File: src/rtl/mem_stage_pkg.sv
// Shared types and defaults for the memory stage: FSM state encoding,
// default geometry/latency constants and the RAM address-window check.
package mem_stage_pkg;

    typedef enum logic [1:0] {
        ST_IDLE = 2'd0,
        ST_BUSY = 2'd1,
        ST_DONE = 2'd2
    } state_t;

    localparam int          DEF_WAIT_CYCLES = 4;
    localparam int          DEF_DEPTH       = 64;
    localparam logic [31:0] DEF_BASE_ADDR   = 32'd1024;

    // True when addr falls inside [base, base + 4*depth_words).
    // The subtraction wraps for addresses below base, which then fail the compare.
    function automatic logic addr_in_range(input logic [31:0] addr,
                                           input logic [31:0] base,
                                           input logic [31:0] depth_words);
        logic [31:0] off;
        off = addr - base;
        return (off < (depth_words << 2));
    endfunction

endpackage

File: src/rtl/mem_stage_data_ram.sv
// Single-port DEPTH x 32 data RAM: synchronous write, combinational read,
// contents are never reset.
module data_ram
    import mem_stage_pkg::*;
#(
    parameter int DEPTH = DEF_DEPTH,
    parameter int AW    = $clog2(DEPTH)
) (
    input  logic          clk,
    input  logic          i_we,
    input  logic [AW-1:0] i_addr,
    input  logic [31:0]   i_wdata,
    output logic [31:0]   o_rdata
);

    logic [31:0] r_mem [DEPTH];

    // Word write on the rising edge when enabled.
    always_ff @(posedge clk) begin
        if (i_we) begin
            r_mem[i_addr] <= i_wdata;
        end
    end

    assign o_rdata = r_mem[i_addr];

endmodule

File: src/rtl/mem_stage.sv
// Pipeline memory stage: multi-cycle word load/store into a local data RAM,
// freezing upstream via ready while an access is in flight.
// Optional macro MEM_STAGE_ACCESS_ERR_EN adds the access_err output.
//
// state   | meaning
// --------+---------------------------------------------------------------
// IDLE    | no access in flight; ready follows !req
// BUSY    | waiting out the RAM latency, counter counts down to 0
// DONE    | access completes on this edge (write RAM / capture load data)
module mem_stage
    import mem_stage_pkg::*;
#(
    parameter int          WAIT_CYCLES = DEF_WAIT_CYCLES,
    parameter int          DEPTH       = DEF_DEPTH,
    parameter logic [31:0] BASE_ADDR   = DEF_BASE_ADDR
) (
    input  logic        clk,
    input  logic        rst,
    input  logic        MEM_R_EN,
    input  logic        MEM_W_EN,
    input  logic [31:0] ALU_result,
    input  logic [31:0] Val_Rm,
    output logic [31:0] mem_result,
    output logic        ready
`ifdef MEM_STAGE_ACCESS_ERR_EN
    ,
    output logic        access_err
`endif
);

    localparam int         AW         = $clog2(DEPTH);
    localparam logic [3:0] COUNT_INIT = (WAIT_CYCLES > 1) ? 4'(WAIT_CYCLES - 2) : 4'd0;

    state_t      r_state;
    state_t      w_state_nxt;
    logic [3:0]  r_count;
    logic [3:0]  w_count_nxt;
    logic [31:0] r_mem_result;

    logic          w_req;
    logic          w_in_range;
    logic [31:0]   w_offset;
    logic [AW-1:0] w_index;
    logic [31:0]   w_rdata;
    logic          w_we;
    logic          w_do_load;

    assign w_req      = MEM_R_EN | MEM_W_EN;
    assign w_offset   = ALU_result - BASE_ADDR;
    assign w_index    = AW'(w_offset >> 2);
    assign w_in_range = addr_in_range(ALU_result, BASE_ADDR, 32'(DEPTH));

    // A store wins over a load when both enables are set; rst aborts the write.
    assign w_we      = (r_state == ST_DONE) && MEM_W_EN && w_in_range && !rst;
    assign w_do_load = (r_state == ST_DONE) && MEM_R_EN && !MEM_W_EN;

    data_ram #(
        .DEPTH (DEPTH),
        .AW    (AW)
    ) u_data_ram (
        .clk     (clk),
        .i_we    (w_we),
        .i_addr  (w_index),
        .i_wdata (Val_Rm),
        .o_rdata (w_rdata)
    );

    // State and latency counter registers.
    always_ff @(posedge clk) begin
        if (rst) begin
            r_state <= ST_IDLE;
            r_count <= 4'd0;
        end else begin
            r_state <= w_state_nxt;
            r_count <= w_count_nxt;
        end
    end

    // Next-state, counter and ready decode.
    always_comb begin
        w_state_nxt = r_state;
        w_count_nxt = r_count;
        ready       = 1'b1;
        case (r_state)
            ST_IDLE: begin
                if (w_req) begin
                    ready = 1'b0;
                    if (WAIT_CYCLES == 1) begin
                        w_state_nxt = ST_DONE;
                    end else begin
                        w_state_nxt = ST_BUSY;
                        w_count_nxt = COUNT_INIT;
                    end
                end
            end
            ST_BUSY: begin
                ready = 1'b0;
                if (r_count == 4'd0) begin
                    w_state_nxt = ST_DONE;
                end else begin
                    w_count_nxt = r_count - 4'd1;
                end
            end
            ST_DONE: begin
                w_state_nxt = ST_IDLE;
            end
            default: begin
                w_state_nxt = ST_IDLE;
            end
        endcase
    end

    // Load data capture; out-of-range loads return zero.
    always_ff @(posedge clk) begin
        if (rst) begin
            r_mem_result <= 32'd0;
        end else if (w_do_load) begin
            r_mem_result <= w_in_range ? w_rdata : 32'd0;
        end
    end

    assign mem_result = r_mem_result;

`ifdef MEM_STAGE_ACCESS_ERR_EN
    // Flag out-of-window or misaligned accesses for their DONE cycle only.
    assign access_err = (r_state == ST_DONE) && w_req &&
                        (!w_in_range || (ALU_result[1:0] != 2'b00));
`endif

endmodule

File: config.mk
export PLATFORM = sky130hd
export DESIGN_NAME = mem_stage
export DESIGN_NICKNAME = d
export VERILOG_FILES = /design/src/rtl/mem_stage_pkg.sv /design/src/rtl/mem_stage_data_ram.sv /design/src/rtl/mem_stage.sv
export SDC_FILE = /design/constraint.sdc
export NUM_CORES = 2
export LEC_CHECK = 0
export BUFFER_PORTS_ARGS = -buffer_cell sky130_fd_sc_hd__buf_2
export CORE_ASPECT_RATIO = 1.75
export CORE_MARGIN = 8
export CORE_UTILIZATION = 60
export DETAILED_ROUTE_END_ITERATION = 16
export HOLD_SLACK_MARGIN = 0.15
export PLACE_DENSITY = 0.76
export SYNTH_ARGS = -nofsm -noshare
export SYNTH_HDL_FRONTEND = slang
export SYNTH_SLANG_ARGS = --single-unit
File: constraint.sdc
create_clock -name clk -period 5.2 [get_ports clk]
set_input_delay 0.26 -clock clk [delete_from_list [all_inputs] [get_ports clk]]
set_output_delay 0.26 -clock clk [all_outputs]
set_load 0.02 [all_outputs]
==> metrics.md <==
| Metric | Value |
|---|---|
| Status | complete, no violations |
| Gate Count Post-Synth | 4278 |
| Net Sw Power | 0.00720 W |
| Initial DRC count | 8117 |
| Port Buffers | 98 |
| Commonest non-fill, non-tap cell in the layout | edfxtp_1 |
| Largest net degree at the start of global routing | 113 |
| Core Footprint | 134000 um^2 |
| Clk_lat worst skew | 810 ps |
| Final period utilization | 72.3% |
| TritonCTS sink count | 2086 |
| Cells after DPL | 6116 |
| FF+latch count, synth | 2086 |
| Layout Skew | 22.2 ps |
| Layout cell share with drive strength beyond 1 | 23.3% |
| Critical Path End Type | flip-flop |
| Fin. Hold Viols | 0 |
| Relative slew margins | 12.8% |
| Dpl hpwl | 145000 um |
| Final setup viols | 0 |
| Vias/cell | 7.27 |
| Hold crit path type | in2reg |
| Maximum vdd ir drop | 0.355 mV |
| Leak Pwr | 28.7 nW |
| Cell variety after synth | 71 |
| Synth top area share | 76.4% |
| Area contributors post-synth | edfxtp_1 (76%), mux4_2 (5.1%), mux2_2 (3.2%), mux2i_1 (2.6%), o22ai_1 (1.7%) |
| Met1 Usage GRT | 40.2% |
| Die H | 500 um |
| Die Area | 147000 um^2 |
| Pint | 0.0263 W |
| Fin nets | 4580 |
| Combinational power share | 5.5% |
| Wirelength per Cell | 38.4 um |
| CP Max Fanout | 12 |
| Gr busiest metal | met2 |
| Post-Layout Cell Count | 6457 |
| Kind of critical path | in2reg |
| Post-synthesis sequential area ratio | 77.4% |
| Dominant cell type by area after synthesis | edfxtp_1 |
| Primary FF master, synth | edfxtp_1 |
| GP Congestion | 0.933 |
| Post-synth EDFFs | 2048 |
| Synth warnings | 0 |
| Switch share | 21.5% |
| Number of max-cap violations | 0 |
| Mapped Nets | 4348 |
| Max-slew violations | 0 |
| Number of global-route vias before repair | 46000 |
| Met3 usage | 8.61% |
| Worst Tran Pin Value | 1310 ps |
| Placed inst area | 84500 um^2 |
| Layout area overhead | 12.3% |
| Routed Antenna Nets | 0 |
| Crit path launch type | primary input |
| CTS buffer count | 170 |
| Tot GR Track Use | 33.4% |
| Mapped cell area | 80500 um^2 |
| Unrepaired setup endpoints after global routing | false |
| Shortest period the worst path allows | 3760 ps |
| Initial Utilization | 60.1% |
| Ys async rst share | 0% |
| Seq pwr share | 55.1% |
| Synth Area per Inst | 18.8 um^2 |
| H-tree levels | 4 |
| # DRC | 0 |
| First-pass GRT wire length | 343000 um |
| CP arrival | 4480 ps |
| Initial antenna violation count | 19 |
| I/O pins | 101 |
| Detailed Route WL | 248000 um |
| Root buffer cell | clkbuf_16 |
| GRT Residual Overflow | 0 |
| Setup tns final | 0 ps |
| CTS tree | done |
| Die width | 293 um |
| Power Dens Cells | 371 nW/um^2 |
| Clock-pin slew on the worst setup and hold paths | 70 ps |
| Fin area | 90400 um^2 |
| # rows | 178 |
| Most frequent cells in the layout | edfxtp_1 (2048), mux2_2 (230), o22ai_1 (224) |
| Fmax | 266 MHz |
| First-pass DRT Iterations | 9 |
| Hold_ws | 169 ps |
| Max Root-Sink Buffers | 3 |
| Met2 Usage GRT | 52.9% |
| Via count | 46900 |
| Clock power share | 39.4% |
| WP data required | 5920 ps |
| Post-CTS resize count | 0 |
-- per-stage QoR --
stage          power (W)  worst slack (ps)  util (%)
5_1_grt           0.0341              1520      67.5
2_1_floorplan     0.0197               776         -
6_report          0.0335              1440      67.5
3_5_place_dp      0.0206              1060      63.1
4_1_cts           0.0334              1680      67.5
3_3_place_gp      0.0206              1150      63.1
-- registers in the layout (all words and copies together) (netlist names) --
register          flops
u_data_ram.r_mem   2048
mem_result           32
r_count               4
r_state               2
-- power by group through the flow --
stage | combinational, W | sequential, W | clock (W)
2_1_floorplan | 0.000919 | 0.0188 | 0
4_1_cts | 0.00180 | 0.0185 | 0.0131
3_5_place_dp | 0.00177 | 0.0188 | 0
6_report | 0.00186 | 0.0185 | 0.0132
5_1_grt | 0.00189 | 0.0185 | 0.0137
3_3_place_gp | 0.00174 | 0.0188 | 0
-- worst paths after layout --
check                                     from                        to  slack (ps)  depth (start not counted)
worst min-delay path                Val_Rm[20]  u_data_ram.r_mem[55][20]         170                          2
worst max register to register      r_state[1]  u_data_ram.r_mem[38][31]        1580                          5
worst max-delay path             ALU_result[5]             mem_result[5]        1440                          9
worst min register to register  mem_result[16]            mem_result[16]         450                          1
-- worst max-delay path: stages --
cell	delay, ps
dlygate4sd3_1	590
buf_2	340
inv_1	330
nand3_1	840
buf_4	460
a21oi_1	230
a311oi_1	770
o2111ai_1	370
o21ai_0	250
-- kinds of logic after synthesis --
kind of cell | count (synthesis) | share of synthesized area, %
flops | 2086 | 77.4
buf+inv | 293 | 1.94
fa+ha+maj | 2 | 0.0311
simple gates | 451 | 2.49
compound gates | 826 | 7.27
mux | 620 | 10.9
-- what timing repair did --
| action | CTS | global route |
|---|---|---|
| hold buffers | 22 | 0 |
| endpoints found under the hold margin | 416 | 0 |
| setup buffers | 0 | 0 |
-- cell usage after synthesis, drive strengths merged (38+ instances only) --
| cell type | count |
|---|---|
| clkbuf | 79 |
| a22oi | 67 |
| nor2 | 153 |
| o22ai | 224 |
| mux2 | 230 |
| o221ai | 133 |
| dfxtp | 38 |
| o21ai | 85 |
| mux4 | 182 |
| a21oi | 95 |
| nand2 | 174 |
| buf | 196 |
| edfxtp | 2048 |
| mux2i | 208 |
-- layout make-up --
| class | count | area [um^2] |
|---|---|---|
| flip-flops and latches | 2086 | 62300 |
| fillers | 8267 | 43400 |
| multi-input cells | 1899 | 17200 |
| clock buffers | 225 | 4770 |
| repair buffers | 335 | 2920 |
| well taps | 1800 | 2250 |
| clock inverters | 85 | 895 |
| inverters | 18 | 77.6 |
| diodes | 9 | 22.5 |
-- routing by layer --
| metal | part of all wire [%] | vias to the layer above |
|---|---|---|
| met1 | 31 | 23500 |
| met5 | 0.036 | - |
| li1 | - | 18100 |
| met2 | 47 | 4322 |
| met4 | 8.6 | 14 |
| met3 | 13 | 1015 |
Power figures use the tool's default switching activity.
